<file path="src/rtl/updown_counter_param.sv">
// updown_counter_param: parametrised up/down counter with a runtime terminal
// value, parallel load, count enable and a wrap-or-saturate boundary mode.
// The counter range is 0..limit. tc is a registered pulse marking the cycle
// after any step that hit a boundary. at_max/at_zero are decoded flags.
//
// Control priority on each rising edge: load, then en, then hold.
// There is no handshake. count/tc are valid on every cycle outside reset.
// Each edge's decision is exposed on step_op so a checker can bind to it.
module updown_counter_param #(
  parameter int WIDTH   = 4,
  parameter int RST_VAL = 0
) (
  input  logic             clk,
  input  logic             rst,
  input  logic             en,
  input  logic             dir,
  input  logic             load,
  input  logic [WIDTH-1:0] load_val,
  input  logic [WIDTH-1:0] limit,
  input  logic             sat,
  output logic [WIDTH-1:0] count,
  output logic             tc,
  output logic             at_max,
  output logic             at_zero
);

  localparam logic [WIDTH-1:0] RST_COUNT = WIDTH'(RST_VAL);
  localparam logic [WIDTH-1:0] ONE       = WIDTH'(1);
  localparam logic [WIDTH-1:0] ZERO      = '0;

  // Kind of step taken on the next edge. Boundary kinds are the ones that set tc.
  typedef enum logic [3:0] {
    OP_HOLD    = 4'd0,
    OP_LOAD    = 4'd1,
    OP_INC     = 4'd2,
    OP_DEC     = 4'd3,
    OP_WRAP_UP = 4'd4,
    OP_SAT_UP  = 4'd5,
    OP_WRAP_DN = 4'd6,
    OP_SAT_DN  = 4'd7,
    OP_CLAMP   = 4'd8
  } step_op_t;

  step_op_t         step_op;
  logic [WIDTH-1:0] count_nxt;
  logic             tc_nxt;
  logic [WIDTH-1:0] load_clip;

  // A loaded value is clipped to the current terminal value.
  assign load_clip = (load_val > limit) ? limit : load_val;

  // Classify this edge's step from the controls and the registered count.
  always_comb begin
    step_op = OP_HOLD;
    if (load) begin
      step_op = OP_LOAD;
    end else if (en) begin
      if (!dir) begin
        // Up: count at or above limit (limit may have been lowered) is a boundary.
        if (count >= limit) begin
          step_op = sat ? OP_SAT_UP : OP_WRAP_UP;
        end else begin
          step_op = OP_INC;
        end
      end else begin
        // Down: zero is the boundary. An out-of-range count snaps to limit quietly.
        if (count == ZERO) begin
          step_op = sat ? OP_SAT_DN : OP_WRAP_DN;
        end else if (count > limit) begin
          step_op = OP_CLAMP;
        end else begin
          step_op = OP_DEC;
        end
      end
    end
  end

  // Compute the next count and terminal-count pulse from the step kind.
  always_comb begin
    count_nxt = count;
    tc_nxt    = 1'b0;
    case (step_op)
      OP_LOAD:    count_nxt = load_clip;
      OP_INC:     count_nxt = count + ONE;
      OP_DEC:     count_nxt = count - ONE;
      OP_CLAMP:   count_nxt = limit;
      OP_WRAP_UP: begin
        count_nxt = ZERO;
        tc_nxt    = 1'b1;
      end
      OP_SAT_UP:  begin
        count_nxt = limit;
        tc_nxt    = 1'b1;
      end
      OP_WRAP_DN: begin
        count_nxt = limit;
        tc_nxt    = 1'b1;
      end
      OP_SAT_DN:  begin
        count_nxt = ZERO;
        tc_nxt    = 1'b1;
      end
      default:    begin
        count_nxt = count;
        tc_nxt    = 1'b0;
      end
    endcase
  end

  // Count and tc registers. Reset is asynchronous and aborts any step in flight.
  always_ff @(posedge clk or negedge rst) begin
    if (!rst) begin
      count <= RST_COUNT;
      tc    <= 1'b0;
    end else begin
      count <= count_nxt;
      tc    <= tc_nxt;
    end
  end

  // Boundary flags follow the registered count and the live limit.
  assign at_max  = (count == limit);
  assign at_zero = (count == ZERO);

endmodule

</file>
<file path="config.mk">
export PLATFORM = sky130hd
export DESIGN_NAME = updown_counter_param
export DESIGN_NICKNAME = d
export VERILOG_FILES = /design/src/rtl/updown_counter_param.sv
export SDC_FILE = /design/constraint.sdc
export NUM_CORES = 1
export LEC_CHECK = 0
export CORE_MARGIN = 2
export CORE_UTILIZATION = 46
export CTS_CLUSTER_DIAMETER = 80
export DETAILED_ROUTE_END_ITERATION = 8
export GPL_TIMING_DRIVEN = 0
export PLACE_DENSITY = 0.86
export SYNTH_ARGS = -nofsm -noshare
export SYNTH_HDL_FRONTEND = slang
export SYNTH_SLANG_ARGS = --single-unit
</file>
<file path="constraint.sdc">
create_clock -name clk -period 3.5 [get_ports clk]
set_clock_uncertainty 0.1 [all_clocks]
set_input_delay 0.35 -clock clk [delete_from_list [all_inputs] [get_ports clk]]
set_output_delay 0.35 -clock clk [all_outputs]
set_load 0.02 [all_outputs]
</file>
======== Word-level counts from Yosys, hierarchy flattened ========
Index checks and enable logic that the tools add are counted.
storage, ports and cells
  register bits after elaboration ......... 5
  output and inout port bits .............. 7
  word-level logic and storage cells ...... 32
operators by class
  add/subtract/negate cells ............... 2
  order comparisons ....................... 3
  equality and inequality tests ........... 9
  mux-type cells .......................... 11
  reductions and logical operators ........ 5
operator list
  cell                                                                   count
  4-bit 2-to-1 mux                                                       6
  4-bit case mux with 5 select lines                                     1
  4-bit by 3-bit equality test with 1-bit output, second input constant  4
  4-bit by 2-bit equality test with 1-bit output, second input constant  2
  4-bit greater-than comparator                                          2
  5-bit nonzero test                                                     1
  4-bit by 1-bit adder with 4-bit output, second input constant          1
  4-bit by 1-bit equality test with 1-bit output, second input constant  1
  4-bit equality test                                                    1
  4-bit equality test, second input constant                             1
  4-bit greater-or-equal comparator                                      1
  4-bit logical NOT                                                      1
  4-bit OR reduction                                                     1
  4-bit by 1-bit subtractor with 4-bit output, second input constant     1
  1-bit 2-to-1 mux                                                       3
  3-bit 2-to-1 mux                                                       1
  3-bit OR reduction                                                     1
  2-bit OR reduction                                                     1

======== Logic depth before layout (Yosys ltp) ========
  depth after elaboration ................. 9
  depth in mapped cells ................... 14
  depth with buffers taken out ............ 14

======== Worst setup path after synthesis ========
OpenSTA, ideal clock, no wires.
  kind .................................... flip-flop to flip-flop
  start point ............................. register count[1]
  end point ............................... register count[3]
  library setup time ...................... 132 ps
  arrival time ............................ 2872 ps
  required time ........................... 3268 ps
  setup slack ............................. 396 ps
  stages on the path, launching flop included .. 14
  buffers on the path ..................... 0
  cell sequence ........................... dfrtp_1 > ha_1 > nor2b_1 > o211ai_1 > a21o_1 > and3_4 > inv_1 > nor2_1 > ha_1 > a21o_2 > a21oi_1 > xor2_1 > xnor2_1 > o211ai_1
on the way
  cells in the longest elaborated chain, start to end .. 9
ends and longest elaborated chain
  what                                                                                          line  RTL
  start, declared                                                                               21    output logic [WIDTH-1:0] count,
  start signal, assigned                                                                        116   count <= count_nxt;
  4-bit greater-than comparator                                                                 69    end else if (count > limit) begin
  4-bit 2-to-1 mux                                                                              69
  4-bit 2-to-1 mux                                                                              67    if (count == ZERO) begin
  4-bit 2-to-1 mux                                                                              58    if (!dir) begin
  4-bit 2-to-1 mux                                                                              57    end else if (en) begin
  4-bit 2-to-1 mux                                                                              55    if (load) begin
  4-bit by 3-bit equality test with 1-bit output / 4-bit equality test (equally long branches)  82    case (step_op)
  3-bit OR reduction (no line) / 2-bit OR reduction (equally long branches)                     --
  4-bit case mux with 5 select lines / 5-bit nonzero test (equally long branches)               --
Several ways; a longest one is shown, not always the timed one.
A chain may end at the register's enable or synchronous reset.

======== Worst setup path in the final report ========
  start point ............................. input limit[1]
  end point ............................... register count[3]
on the way
  cells in the longest elaborated chain, start to end .. 9
ends and longest elaborated chain
  what                                                                                          line  RTL
  start, declared                                                                               19    input logic [WIDTH-1:0] limit,
  4-bit greater-than comparator                                                                 69
  4-bit 2-to-1 mux                                                                              69
  4-bit 2-to-1 mux                                                                              67
  4-bit 2-to-1 mux                                                                              58
  4-bit 2-to-1 mux                                                                              57
  4-bit 2-to-1 mux                                                                              55
  4-bit by 3-bit equality test with 1-bit output / 4-bit equality test (equally long branches)  82
  3-bit OR reduction (no line) / 2-bit OR reduction (equally long branches)                     --
  4-bit case mux with 5 select lines / 5-bit nonzero test (equally long branches)               --
Several ways; a longest one is shown, not always the timed one.

==> key figures <==
Timing
  – Final Hold Fails: 0
  – Final worst-path cycle share: between 90 and 100%
  – FMAX: about 300 MHz
  – Final setup viols: 0
  – Max Slew Vio Count: 0
  – Worst-Margin Slew: 494 ps
  – Slew margin rel.: between 60% and 70%
  – Unrepaired setup endpoints after global routing: no
  – Fin Setup TNS: 0 ps
  – Min cycle time layout: roughly 3400 ps

Setup path
  – CP delay by family, top: compound AO/OA/AOI/OAI gates
  – Crit-path cells: clkdlybuf4s50_1 -> inv_1 -> ha_1 -> nor2b_1 -> o211ai_1 -> a21o_1 -> and3_4 -> inv_1 -> nor2_2 -> ha_1 -> a21o_2 -> a21oi_1 -> xor2_1 -> xnor2_1 -> o211ai_1
  – CP Class: in2reg
  – Critical Path RT: ~3500 ps
  – Worst-path cell with the longest stage delay: clkdlybuf4s50_1
  – Bufs and invs on worst path: 3
  – Critical Path End Type: register
  – Max incr delay on CP: between 500 and 600 ps
  – Crit Path Max Fanout: 4
  – CP Launch Type: primary input
  – Critical Path AT: approximately 3400 ps

Synthesis
  – Count leader, synth: ha_1
  – Syn nets: just over 100
  – Cell variety after synth: 33
  – Area leader, netlist: dfrtp_1
  – Mapped Avg Cell Area: 9.08 µm²
  – Synth warn: 0
  – Prevailing post-synth register cell: dfrtp_1
  – Post-synthesis sequential area ratio: ~18%
  – Synth area leaders: dfrtp_1, ha_1, a21oi_1
  – Synthesized cell area: 699 µm²
  – Share of the synthesized area in the top cell type: between 10% and 20%
  – Gate Count Post-Synth: 77
  – Ys async rst share: 100%
  – Top post-synthesis cells by count: ha_1, a21oi_1, inv_1, dfrtp_1
  – Yosys reg bits: 5
  – EDFF count, synth: 0

Detailed routing
  – Drt wl/cell: about 14 µm
  – Initial drt markers: 27
  – DRT Wirelength: 1650 µm
  – Remaining antenna violation count: 0
  – Via/cell ratio: 5.92
  – DR pass1 iterations: 4
  – Vias: between 700 and 800
  – DRC errors left: 0

Global routing
  – Vias in the first global route: 682
  – Initial antenna violation count: 0
  – Grt ovf: 0
  – Overall routing resource usage: 20.3%
  – GR Util met1: between 20 and 25%
  – GR peak layer: met2
  – Largest net degree at the start of global routing: 11
  – GR Util met3: 5.53%
  – Global-route wire length before repair: 2740 µm
  – Global routing usage on met2: a little over a third

Cells and area
  – Synth-to-layout area growth: 39.9%
  – Final Instance Area: just under 1000 µm²
  – Layout cell share with drive strength beyond 1: approximately 16%
  – Fillcell total: 128
  – Number of antenna diodes: 0
  – Layout net count: 131

CTS
  – Clock tree buffer depth: 2
  – Worst-path clk slew: about 40 ps
  – CTS Buf Count: 3
  – H-tree levels: 1
  – CTS sink count: 5
  – Clk root buf: clkbuf_4
  – TritonCTS clock tree: built
  – Worst-Skew Late Latency: approximately 260 ps

Floorplanning
  – IO Pins: 21
  – Cell Rows: 14
  – Core Region: between 1000 and 1500 µm²
  – Chip height: ~43 µm
  – Initial Util: 47.5%
  – Full die area: around 1800 µm²
  – Die X: ~43 µm

Placement
  – Buffers on Ports: 20
  – Placement-stage cell area: about 900 µm²
  – Routability cong.: around 0.89
  – DP HPWL: roughly 1300 µm

Pwr
  – Power density cells: between 300 and 400 nW/µm²
  – Max VDD drop: between 0.2 and 0.3 mV
  – Pleak: between 0.4 and 0.5 nW
  – Power Total: 0.371 mW

Status
  – Outcome: finished, final reports clean

Min path
  – Worst Hold Class: in2async

Flow run
  – Max cap viols: 0
[cell families after synthesis]
logic type,synth area share [%]
AO/OA/AOI/OAI,25.6
AND/OR/NAND/NOR,22.5
adder cells (fa/ha/maj),20.8
buffers and inverters,5.01
flip-flops,17.9
XOR/XNOR,3.76
multiplexers,4.47
[path summary, 6_finish.rpt]
path                                            from                    to  slack [ps]  cells after the start
worst max-delay path                        limit[1]  count[3]$_DFFE_PN0P_         140                     15
worst min-delay path                             rst  count[2]$_DFFE_PN0P_         210                      1
worst max register to register  count[0]$_DFFE_PN0P_  count[3]$_DFFE_PN0P_         340                     13
worst min register to register  count[2]$_DFFE_PN0P_  count[2]$_DFFE_PN0P_         670                      2
max in group asynchronous                        rst  count[3]$_DFFE_PN0P_        2910                      1
min in group clk                count[2]$_DFFE_PN0P_  count[2]$_DFFE_PN0P_         670                      2
[cells in the final DEF, fill, tap and decap left out, drive strengths merged, types with 3 or more instances in the layout]
cell type,instances
clkdlybuf4s50,20
ha,10
a21oi,7
inv,6
buf,6
dfrtp,5
nor2b,4
nor3,4
nand3,4
o211ai,4
clkbuf,4
a221oi,3
a211oi,3
[cell type report]
cell class              count  area (µm²)  area share (%)
clock buffers               4        26.3            2.69
flip-flops and latches      5         125            12.8
plain buffers               2        12.5            1.28
repair buffers             24         230            23.5
multi-input cells          64         542            55.4
inverters                   6        22.5            2.30
well taps                  16        20.0            2.05
[stage by stage]
stage	std cells	setup slack (ps)	hold WS, ps	utilization, %
after CTS	119	73.4	216	65.3
after global placement	113	-173	479	62.5
after floorplan	77	396	-45.6	-
final	121	142	209	66.5
after detailed placement	113	-265	487	62.5
after global routing	121	3.49	229	66.5
[layer usage]
| layer | vias up | wire length, µm |
|---|---|---|
| met3 | 4 | 125 |
| met4 | 0 | 48 |
| li1 | 352 | - |
| met5 | - | 0 |
| met1 | 331 | 665 |
| met2 | 29 | 809 |
[state kept, by name (all words and copies together) (netlist names)]
signal and flops:
count 4, tc 1
[power by group]
group	switching, mW	internal [mW]
combinational	0.102	0.110
sequential	0.0204	0.0673
clock	0.0274	0.0433
[timing repair]
item | 4_1_cts | 5_1_grt
buffers inserted | 2 | 2
pin swaps | 1 | 2
gates cloned | 0 | 0
setup endpoints to repair | 1 | 1
resized for setup | 0 | 1
hold buffers | 0 | 0
hold endpoints to repair | 0 | 0
No activity file was read; power rests on OpenSTA's default activity.
